`src/rtl/cmp_pkg.sv`:
```
// Shared constants for the sequenced nibble comparator: FSM encoding and nibble width.
package cmp_pkg;

  localparam int NIB_W = 4;

  typedef enum logic [1:0] {
    ST_IDLE = 2'd0,
    ST_CMP  = 2'd1,
    ST_DONE = 2'd2
  } state_t;

endpackage

```
`src/rtl/cmp_seq_ctrl_if.sv`:
```
// Handshake and operand/result bundle between the requesting control logic (master)
// and the sequenced comparator controller (slave).
interface cmp_seq_ctrl_if #(
  parameter int WIDTH = 16
) ();

  logic             start;
  logic [WIDTH-1:0] a;
  logic [WIDTH-1:0] b;
  logic             busy;
  logic             done;
  logic             ahigher;
  logic             alower;
  logic             asame;

  modport master (
    output start, a, b,
    input  busy, done, ahigher, alower, asame
  );

  modport slave (
    input  start, a, b,
    output busy, done, ahigher, alower, asame
  );

endinterface

```
`src/rtl/cmp_nibble.sv`:
```
// Purely combinational 4-bit unsigned magnitude compare; exactly one output is high.
module cmp_nibble
  import cmp_pkg::*;
(
  input  logic [NIB_W-1:0] a_nib,
  input  logic [NIB_W-1:0] b_nib,
  output logic             higher,
  output logic             lower,
  output logic             same
);

  assign higher = (a_nib >  b_nib);
  assign lower  = (a_nib <  b_nib);
  assign same   = (a_nib == b_nib);

endmodule

```
`src/rtl/cmp_seq_ctrl.sv`:
```
// Sequenced WIDTH-bit magnitude comparator: walks the latched operands MSB nibble first
// through one shared cmp_nibble. Define CMP_EARLY_EXIT_EN to stop at the first unequal nibble.
module cmp_seq_ctrl
  import cmp_pkg::*;
#(
  parameter int WIDTH = 16
) (
  input  logic           clk,
  input  logic           rst,
  cmp_seq_ctrl_if.slave  bus
);

  localparam int NIBBLES = WIDTH / NIB_W;
  localparam int IDX_W   = (NIBBLES > 1) ? $clog2(NIBBLES) : 1;
  localparam logic [IDX_W-1:0] IDX_TOP = IDX_W'(NIBBLES - 1);

  state_t           state_q, state_d;
  logic [IDX_W-1:0] idx_q, idx_d;
  logic [WIDTH-1:0] a_q, a_d;
  logic [WIDTH-1:0] b_q, b_d;
  logic             busy_q, busy_d;
  logic             done_q, done_d;
  logic             hi_q, hi_d;
  logic             lo_q, lo_d;
  logic             same_q, same_d;

`ifndef CMP_EARLY_EXIT_EN
  // Sticky verdict of the first unequal nibble; lower nibbles may not override it.
  logic             decided_q, decided_d;
  logic             vhi_q, vhi_d;
  logic             vlo_q, vlo_d;
  logic             fin_hi, fin_lo, fin_decided;
`endif

  logic [NIB_W-1:0] a_nibs [NIBBLES];
  logic [NIB_W-1:0] b_nibs [NIBBLES];
  logic [NIB_W-1:0] a_sel, b_sel;
  logic             nib_hi, nib_lo, nib_same;

  for (genvar gi = 0; gi < NIBBLES; gi++) begin : g_nib_split
    assign a_nibs[gi] = a_q[gi*NIB_W +: NIB_W];
    assign b_nibs[gi] = b_q[gi*NIB_W +: NIB_W];
  end

  assign a_sel = a_nibs[idx_q];
  assign b_sel = b_nibs[idx_q];

  cmp_nibble u_cmp_nibble (
    .a_nib  (a_sel),
    .b_nib  (b_sel),
    .higher (nib_hi),
    .lower  (nib_lo),
    .same   (nib_same)
  );

  always_comb begin
    state_d = state_q;
    idx_d   = idx_q;
    a_d     = a_q;
    b_d     = b_q;
    hi_d    = hi_q;
    lo_d    = lo_q;
    same_d  = same_q;
    done_d  = 1'b0;
`ifndef CMP_EARLY_EXIT_EN
    decided_d   = decided_q;
    vhi_d       = vhi_q;
    vlo_d       = vlo_q;
    fin_decided = decided_q | ~nib_same;
    fin_hi      = decided_q ? vhi_q : nib_hi;
    fin_lo      = decided_q ? vlo_q : nib_lo;
`endif

    case (state_q)
      ST_IDLE: begin
        if (bus.start) begin
          a_d     = bus.a;
          b_d     = bus.b;
          idx_d   = IDX_TOP;
          hi_d    = 1'b0;
          lo_d    = 1'b0;
          same_d  = 1'b0;
`ifndef CMP_EARLY_EXIT_EN
          decided_d = 1'b0;
          vhi_d     = 1'b0;
          vlo_d     = 1'b0;
`endif
          state_d = ST_CMP;
        end
      end

      ST_CMP: begin
`ifdef CMP_EARLY_EXIT_EN
        if (!nib_same || idx_q == '0) begin
          hi_d    = nib_hi;
          lo_d    = nib_lo;
          same_d  = nib_same;
          done_d  = 1'b1;
          state_d = ST_DONE;
        end else begin
          idx_d = idx_q - 1'b1;
        end
`else
        if (!decided_q && !nib_same) begin
          decided_d = 1'b1;
          vhi_d     = nib_hi;
          vlo_d     = nib_lo;
        end
        if (idx_q == '0) begin
          hi_d    = fin_hi;
          lo_d    = fin_lo;
          same_d  = ~fin_decided;
          done_d  = 1'b1;
          state_d = ST_DONE;
        end else begin
          idx_d = idx_q - 1'b1;
        end
`endif
      end

      ST_DONE: state_d = ST_IDLE;

      default: state_d = ST_IDLE;
    endcase

    busy_d = (state_d != ST_IDLE);
  end

  always_ff @(posedge clk or posedge rst) begin
    if (rst) begin
      state_q <= ST_IDLE;
      idx_q   <= IDX_TOP;
      a_q     <= '0;
      b_q     <= '0;
      busy_q  <= 1'b0;
      done_q  <= 1'b0;
      hi_q    <= 1'b0;
      lo_q    <= 1'b0;
      same_q  <= 1'b0;
    end else begin
      state_q <= state_d;
      idx_q   <= idx_d;
      a_q     <= a_d;
      b_q     <= b_d;
      busy_q  <= busy_d;
      done_q  <= done_d;
      hi_q    <= hi_d;
      lo_q    <= lo_d;
      same_q  <= same_d;
    end
  end

`ifndef CMP_EARLY_EXIT_EN
  always_ff @(posedge clk or posedge rst) begin
    if (rst) begin
      decided_q <= 1'b0;
      vhi_q     <= 1'b0;
      vlo_q     <= 1'b0;
    end else begin
      decided_q <= decided_d;
      vhi_q     <= vhi_d;
      vlo_q     <= vlo_d;
    end
  end
`endif

  assign bus.busy    = busy_q;
  assign bus.done    = done_q;
  assign bus.ahigher = hi_q;
  assign bus.alower  = lo_q;
  assign bus.asame   = same_q;

endmodule

```
`src/flat_wrapper.sv`:
```
// flat-port wrapper written by rule: the top's interface ports become plain ports
module cmp_seq_ctrl_flat import cmp_pkg::*;
#(
  parameter int WIDTH = 16
)
  (clk, rst, bus_start, bus_a, bus_b, bus_busy, bus_done, bus_ahigher, bus_alower, bus_asame);
  cmp_seq_ctrl_if #(.WIDTH(WIDTH)) bus_i ();
  input  logic clk;
  input  logic rst;
  input wire logic [$bits(bus_i.start)-1:0] bus_start;
  input wire logic [$bits(bus_i.a)-1:0] bus_a;
  input wire logic [$bits(bus_i.b)-1:0] bus_b;
  output wire logic [$bits(bus_i.busy)-1:0] bus_busy;
  output wire logic [$bits(bus_i.done)-1:0] bus_done;
  output wire logic [$bits(bus_i.ahigher)-1:0] bus_ahigher;
  output wire logic [$bits(bus_i.alower)-1:0] bus_alower;
  output wire logic [$bits(bus_i.asame)-1:0] bus_asame;
  assign bus_i.start = bus_start;
  assign bus_i.a = bus_a;
  assign bus_i.b = bus_b;
  assign bus_busy = bus_i.busy;
  assign bus_done = bus_i.done;
  assign bus_ahigher = bus_i.ahigher;
  assign bus_alower = bus_i.alower;
  assign bus_asame = bus_i.asame;
  cmp_seq_ctrl #(.WIDTH(WIDTH)) u_core (.clk(clk), .rst(rst), .bus(bus_i));
endmodule
```
`config.mk`:
```
export PLATFORM = sky130hd
export DESIGN_NAME = cmp_seq_ctrl_flat
export DESIGN_NICKNAME = d
export VERILOG_FILES = /design/src/rtl/cmp_pkg.sv /design/src/rtl/cmp_seq_ctrl_if.sv /design/src/rtl/cmp_nibble.sv /design/src/rtl/cmp_seq_ctrl.sv /design/src/flat_wrapper.sv
export SDC_FILE = /design/constraint.sdc
export NUM_CORES = 1
export LEC_CHECK = 0
export CORE_MARGIN = 2
export CORE_UTILIZATION = 44
export DETAILED_ROUTE_END_ITERATION = 8
export HOLD_SLACK_MARGIN = 0.03
export PLACE_DENSITY_LB_ADDON = 0.3
export SYNTH_ARGS = -nofsm -noshare
export SYNTH_HDL_FRONTEND = slang
export SYNTH_SLANG_ARGS = --single-unit
```
`constraint.sdc`:
```
create_clock -name clk -period 3.2 [get_ports clk]
set_input_delay 0.64 -clock clk [delete_from_list [all_inputs] [get_ports clk]]
set_output_delay 0.64 -clock clk [all_outputs]
set_load 0.005 [all_outputs]
```
==> results of run 1 <==
-- Yosys cell counts, drive strengths merged --
cell type	instances	share of area [%]
a21o	1	0.37
dfrtp	42	52
o31ai	1	0.37
inv	8	1.5
nand3	2	0.49
mux2	1	0.55
a21oi	4	0.99
nand2	101	19
a31o	1	0.43
a32o	1	0.49
o21ai	3	0.74
a32oi	1	0.43
nand4	1	0.31
nor2b	1	0.31
nand2b	1	0.68
o211ai	1	0.37
a41o	1	0.49
a211oi	1	0.37
dfstp	2	2.6
or2	1	0.31
mux4	8	8.9
ha	5	3.1
buf	10	3.5
nor2	9	1.8
a22o	1	0.43
-- final timing paths --
| path | start | end | cells past startpoint |
|---|---|---|---|
| worst max-delay path | u_core.idx_q[0] | u_core.bus.ahigher | 6 |
| worst min-delay path | u_core.b_q[9] | u_core.b_q[9] | 2 |
| worst max register to register | u_core.idx_q[0] | u_core.bus.ahigher | 6 |
| worst min register to register | u_core.b_q[9] | u_core.b_q[9] | 2 |
| max in group asynchronous | rst | u_core.b_q[3] | 3 |
| min in group asynchronous | rst | u_core.bus.asame | 2 |
-- layer usage --
metal	vias up	track usage (%)	wire length (um)
met3	5	4.722	222
met4	0	5.660	52
li1	745	-	-
met2	42	26.03	1700
met1	679	23.15	1723
met5	-	0	0
-- kinds of logic after synthesis --
logic type	synth area share [%]
and+or+nand+nor	22.67
DFF	54.34
buffers and inverters	4.991
AOI/OAI and AO/OA	5.484
muxes	9.427
adders and majority gates	3.081
-- through the flow --
stage / power [mW] / worst slack [ps] / instances / area [um^2] / hold WS (ps)
3_3_place_gp: 1.998 / 849.7 / 292 / 2437 / 459.5
2_1_floorplan: 1.760 / 878.6 / 208 / 2031 / 439.6
5_1_grt: 2.589 / 646.5 / 300 / 2530 / 497.0
4_1_cts: 2.387 / 804.1 / 300 / 2530 / 480.8
3_5_place_dp: 2.029 / 810.1 / 292 / 2437 / 460.7
6_report: 2.360 / 813.4 / 300 / 2530 / 476.9
-- critical path: cells and delay by family (launching register included) --
family,cells,cell delay (ps)
DFF,1,710
AOI/OAI and AO/OA,2,450
muxes,1,550
and+or+nand+nor,2,270
adders and majority gates,1,320
-- sequential cells by signal, summed over array words and instances (netlist names) --
register,count
u_core.bus.alower,1
u_core.state_q,2
u_core.bus.busy,1
u_core.vlo_q,1
u_core.bus.ahigher,1
u_core.bus.asame,1
u_core.bus.done,1
u_core.b_q,16
u_core.idx_q,2
u_core.a_q,16
u_core.vhi_q,1
u_core.decided_q,1
-- power by group through the flow --
stage	sequential, mW	combinational [mW]	clock, mW
2_1_floorplan	0.931	0.829	0
3_5_place_dp	1.03	0.996	0
5_1_grt	1.06	1.14	0.386
6_report	1.02	0.986	0.350
4_1_cts	1.03	1.00	0.360
3_3_place_gp	1.04	0.957	0
-- cell type report --
class	instances	area, um^2
multi-input cells	146	825.8
well taps	52	65.06
clock buffers	6	82.58
inverters	8	30.03
flip-flops and latches	44	1104
clock inverters	2	10.01
fillers	398	1884
repair buffers	42	412.9
-- cells in the final DEF, fill, tap and decap left out, types with 2 or more instances in the layout --
cell | netlist | routed
sky130_fd_sc_hd__a21oi_1 | 4 | 4
sky130_fd_sc_hd__nand2_1 | 100 | 100
sky130_fd_sc_hd__inv_1 | 8 | 7
sky130_fd_sc_hd__nand3_1 | 2 | 2
sky130_fd_sc_hd__clkdlybuf4s50_1 | 0 | 39
sky130_fd_sc_hd__dfstp_2 | 2 | 2
sky130_fd_sc_hd__o21ai_0 | 3 | 3
sky130_fd_sc_hd__clkinv_2 | 0 | 2
sky130_fd_sc_hd__mux4_2 | 8 | 8
sky130_fd_sc_hd__buf_4 | 1 | 3
sky130_fd_sc_hd__ha_1 | 5 | 5
sky130_fd_sc_hd__nor2_1 | 8 | 8
sky130_fd_sc_hd__clkbuf_8 | 0 | 6
sky130_fd_sc_hd__dfrtp_1 | 42 | 42
==> metrics.json, run 1 <==
{
  "reg2reg_setup_slack_ps": 810,
  "timing.final.setup_violations": 0,
  "syn-instance-count": 208,
  "clock.fmax_mhz": 419.0,
  "place_congestion": 0.7346,
  "max_slew_margin_pct": 29.14,
  "critical_path.endpoint_type": "register",
  "net_switching_fraction_of_the_power_pct": 35.90,
  "initial_core_util_pct": 46.00,
  "count_of_buffers_added_by_post_cts_timing_repair_for_setup": 0,
  "worst_skew_pair.late_latency_ps": 290,
  "h-tree-depth": 2,
  "core_um2": 4414,
  "design.final.nets": 287,
  "cts_hold_buf": 0,
  "p_comb_share_pct": 41.8,
  "drcViolationCount": 0,
  "final.setup_skew_ps": 6.730,
  "seq_power_share_pct": 43.4,
  "timing.critical_path.from_type": "register",
  "syn_area_per_cell_um2": 9.763,
  "power_per_cell_area_nw_per_um2": 933.0,
  "drv_slew": 0,
  "detail_route.vias_per_cell": 4.903,
  "row_count": 24,
  "syn_area_um2": 2031,
  "area_growth_syn_to_layout_pct": 24.58,
  "dr.first_iter.drc_count": 90,
  "grt_first_pass_wirelength_um": 6768,
  "clockPowerShare_pct": 14.8,
  "yosysWarningCount": 0,
  "synth_register_bits": 44,
  "dpl.hpwl_um": 2633,
  "tritoncts.num_buffers": 5,
  "clkSlewWorstSetupHoldPaths_ps": 80,
  "dieArea_um2": 5175,
  "grt_usage_pct": 16.82,
  "post_drt_wl_per_cell_um": 12.33,
  "internal_power_mw": 1.513,
  "detail-route-antenna-nets": 0,
  "vias": 1471,
  "cts_resized": 0,
  "synthesis.nets": 248,
  "crit_chain": "mux4_2 > ha_1 > nor2b_1 > o211ai_1 > nand2_1 > a41o_1",
  "max_stage_delay_ps": 710,
  "routed_wirelength_um": 3699,
  "antenna_found_initial": 0,
  "cp_data_required_time_ps": 3390,
  "status": "finished, final reports clean",
  "clk_root_buffer_cell": "sky130_fd_sc_hd__clkbuf_8",
  "ir_drop_v": 0.0004625,
  "cts.path.max_buffers": 2,
  "globalRoute.totalOverflow": 0,
  "timing.final.crit_share_pct": 74.58,
  "data_arrival_time_of_the_worst_path_ps": 2580,
  "final.min_clock_period_ps": 2387,
  "insertedDiodeCount": 0,
  "power.leakage_nw": 1.254,
  "timing.critical_path.fanout_max": 11,
  "fp.dieW_um": 71.94,
  "setup_total_negative_slack_ps": 0,
  "grt_max_degree": 35,
  "tightest_slew_ps": 1056,
  "critPathKind": "register to register",
  "fin_util_pct": 57.31,
  "cts.sinks": 44,
  "finalHoldViolations": 0,
  "top_level_port_count": 40,
  "synth_cell_types": 29,
  "switch_pwr_mw": 0.8473,
  "number_of_global_route_vias_before_repair": 1534,
  "dr.pass1.iters": 4,
  "timing.hold.worst.class": "register to register",
  "die_h_um": 71.94,
  "final_layout_size_suffix_gt1_share_pct": 10.48,
  "synth_seq_area_share_pct": 54.34,
  "grt_setup_unrepaired": "no",
  "io_buffer_count": 39,
  "timing.max_cap.violations": 0,
  "cts_tree": "yes",
  "timing.critical_path.slowest_stage_cell": "sky130_fd_sc_hd__dfstp_2"
}
(Power assumes the default switching activity.)
==> inputs of run 2 (changes only) <==
clock period = 2.1 ns   (was 3.2 ns; I/O delays follow)
==> run 2 against run 1 <==
Sequential power is 51% higher. Hold slack improved by 1.2 ps. Combinational power rose by 110%. The flow now finishes with violations (setup timing). Sequential cell count did not move. Global-route usage is 1.2 points higher. Largest cell class unchanged. Setup slack worse by 1000 ps. Highest routed layer unchanged. Register-to-register slack lost 1000 ps. Via count is 4.1% higher. First-iteration DRC count grew 36%. Critical path depth rose by 1. Count of clock-buffer cells in the layout unchanged.
==> metrics.json, run 2 (synthesis gave the netlist of run 1 again) <==
{
  "status": "complete, but fails checks",
  "failed_checks": "setup timing",
  "cp_num_cells": 7,
  "antenna_found_initial": 0,
  "final_layout_size_suffix_gt1_share_pct": 15.95,
  "fp.dieW_um": 71.94,
  "worst-r2r-cell-count": 7,
  "grt_max_degree": 45,
  "setup_total_negative_slack_ps": -747.0,
  "cts_tree": "yes",
  "cp.buffers_inverters": 1,
  "timing.final.crit_share_pct": 109.1,
  "worst_skew_pair.late_latency_ps": 290,
  "insertedDiodeCount": 0,
  "critical_path.endpoint_type": "register",
  "hold-path-cell-count": 2,
  "tightest_slew_ps": 544.1,
  "max_stage_delay_ps": 640,
  "grt_first_pass_wirelength_um": 7107,
  "critPathKind": "register to register",
  "data_arrival_time_of_the_worst_path_ps": 2470,
  "ir_drop_v": 0.0006805,
  "io_buffer_count": 39,
  "initial_core_util_pct": 46.00,
  "crit_chain": "mux4_2 > inv_2 > ha_4 > nor2b_4 > o211ai_1 > nand2_1 > a41o_1",
  "h-tree-depth": 2,
  "row_count": 24,
  "dpl.hpwl_um": 2832,
  "place_congestion": 0.8026,
  "mostFrequentLayoutCell": "sky130_fd_sc_hd__nand2_1",
  "drv_slew": 0,
  "power_per_cell_area_nw_per_um2": 1576,
  "dr.first_iter.drc_count": 122,
  "detail-route-antenna-nets": 0,
  "core_um2": 4414,
  "design.final.nets": 296,
  "timing.critical_path.from_type": "register",
  "final_worst_setup_slack_ps": -191.7,
  "timing.max_cap.violations": 0,
  "finalHoldViolations": 0,
  "timing.critical_path.fanout_max": 5,
  "cts.path.max_buffers": 2,
  "post_detailed_placement_cell_area_um2": 2495,
  "drcViolationCount": 0,
  "detail_route.vias_per_cell": 4.958,
  "cp_data_required_time_ps": 2280,
  "dieArea_um2": 5175,
  "fillers": 387,
  "top_level_port_count": 40,
  "timing.final.setup_violations": 6,
  "dr.pass1.iters": 4,
  "area_growth_syn_to_layout_pct": 32.04,
  "timing.critical_path.slowest_stage_cell": "sky130_fd_sc_hd__dfstp_2",
  "largest_registers": "u_core.a_q (16), u_core.b_q (16)",
  "clock.fmax_mhz": 436.4,
  "mostFrequentLayoutCells": "sky130_fd_sc_hd__nand2_1, sky130_fd_sc_hd__dfrtp_1, sky130_fd_sc_hd__clkdlybuf4s50_1",
  "number_of_global_route_vias_before_repair": 1504,
  "clkSlewWorstSetupHoldPaths_ps": 80,
  "final_cell_area_um2": 2681,
  "clk_root_buffer_cell": "sky130_fd_sc_hd__clkbuf_8",
  "grt_setup_unrepaired": "yes",
  "post_drt_wl_per_cell_um": 13.57,
  "die_h_um": 71.94,
  "cts.sinks": 44,
  "grt_usage_pct": 18.07,
  "vias": 1532,
  "power.leakage_nw": 1.316,
  "max_slew_margin_pct": 63.73,
  "timing.hold.worst.class": "register to register",
  "routed_wirelength_um": 4192,
  "final.min_clock_period_ps": 2292,
  "globalRoute.totalOverflow": 0,
  "critical_path.top_delay_family": "flip-flops",
  "final.setup_skew_ps": 3.297,
  "tritoncts.num_buffers": 5
}
[run 2: worst paths after layout]
path	from	endpoint	slack, ps
max in group asynchronous	rst	u_core.idx_q[1]	1160
min in group asynchronous	rst	u_core.bus.busy	550
max reg2reg	u_core.idx_q[0]	u_core.bus.ahigher	-190
max	u_core.idx_q[0]	u_core.bus.ahigher	-190
min reg2reg	u_core.bus.asame	u_core.bus.asame	480
min	u_core.bus.asame	u_core.bus.asame	480
[run 2: routing by layer]
layer	vias to the layer above	global-route usage, %	part of all wire, %
met5	-	0	0
met4	0	6.080	1.4
met3	5	4.722	5.5
met2	54	27.06	46
met1	709	25.91	47
li1	764	-	-
[run 2: cell type report]
class | instances | area (um^2) | share of cell area [%]
Multi-Input combinational cell | 146 | 878.3 | 32.76
Sequential cell | 44 | 1104 | 41.16
Inverter | 8 | 30.03 | 1.120
Timing Repair Buffer | 51 | 496.7 | 18.53
Tap cell | 52 | 65.06 | 2.427
Clock buffer | 6 | 72.57 | 2.706
Clock inverter | 2 | 35.03 | 1.307
[run 2: through the flow]
step	power, mW	hold slack (ps)	instances	utilization, %	setup slack [ps]
2_1_floorplan	2.732	439.6	208	-	-64.57
3_3_place_gp	3.181	455.9	298	56.52	-123.7
3_5_place_dp	3.279	465.0	298	56.52	-247.3
4_1_cts	4.164	483.6	309	60.66	-187.6
5_1_grt	4.505	504.1	309	60.74	-265.1
6_report	4.225	478.1	309	60.74	-191.7
[run 2: report_power, final]
part,total (mW),internal (mW),switching (mW)
clock network,0.622,0.353,0.269
registers,1.54,1.26,0.284
logic,2.06,1.10,0.963
total,4.22,2.71,1.52
[run 2: repair_timing]
action / in CTS / in global routing
pin swaps: 4 / 3
endpoints found under the setup margin: 6 / 6
gates cloned: 0 / 0
hold buffers: 0 / 0
buffers inserted: 3 / 0
resized for setup: 6 / 2
[run 2: worst min-delay path: stages (launching register included)]
cell and delay (ps):
sky130_fd_sc_hd__dfrtp_1 350, sky130_fd_sc_hd__nand2_1 50, sky130_fd_sc_hd__o31ai_1 50
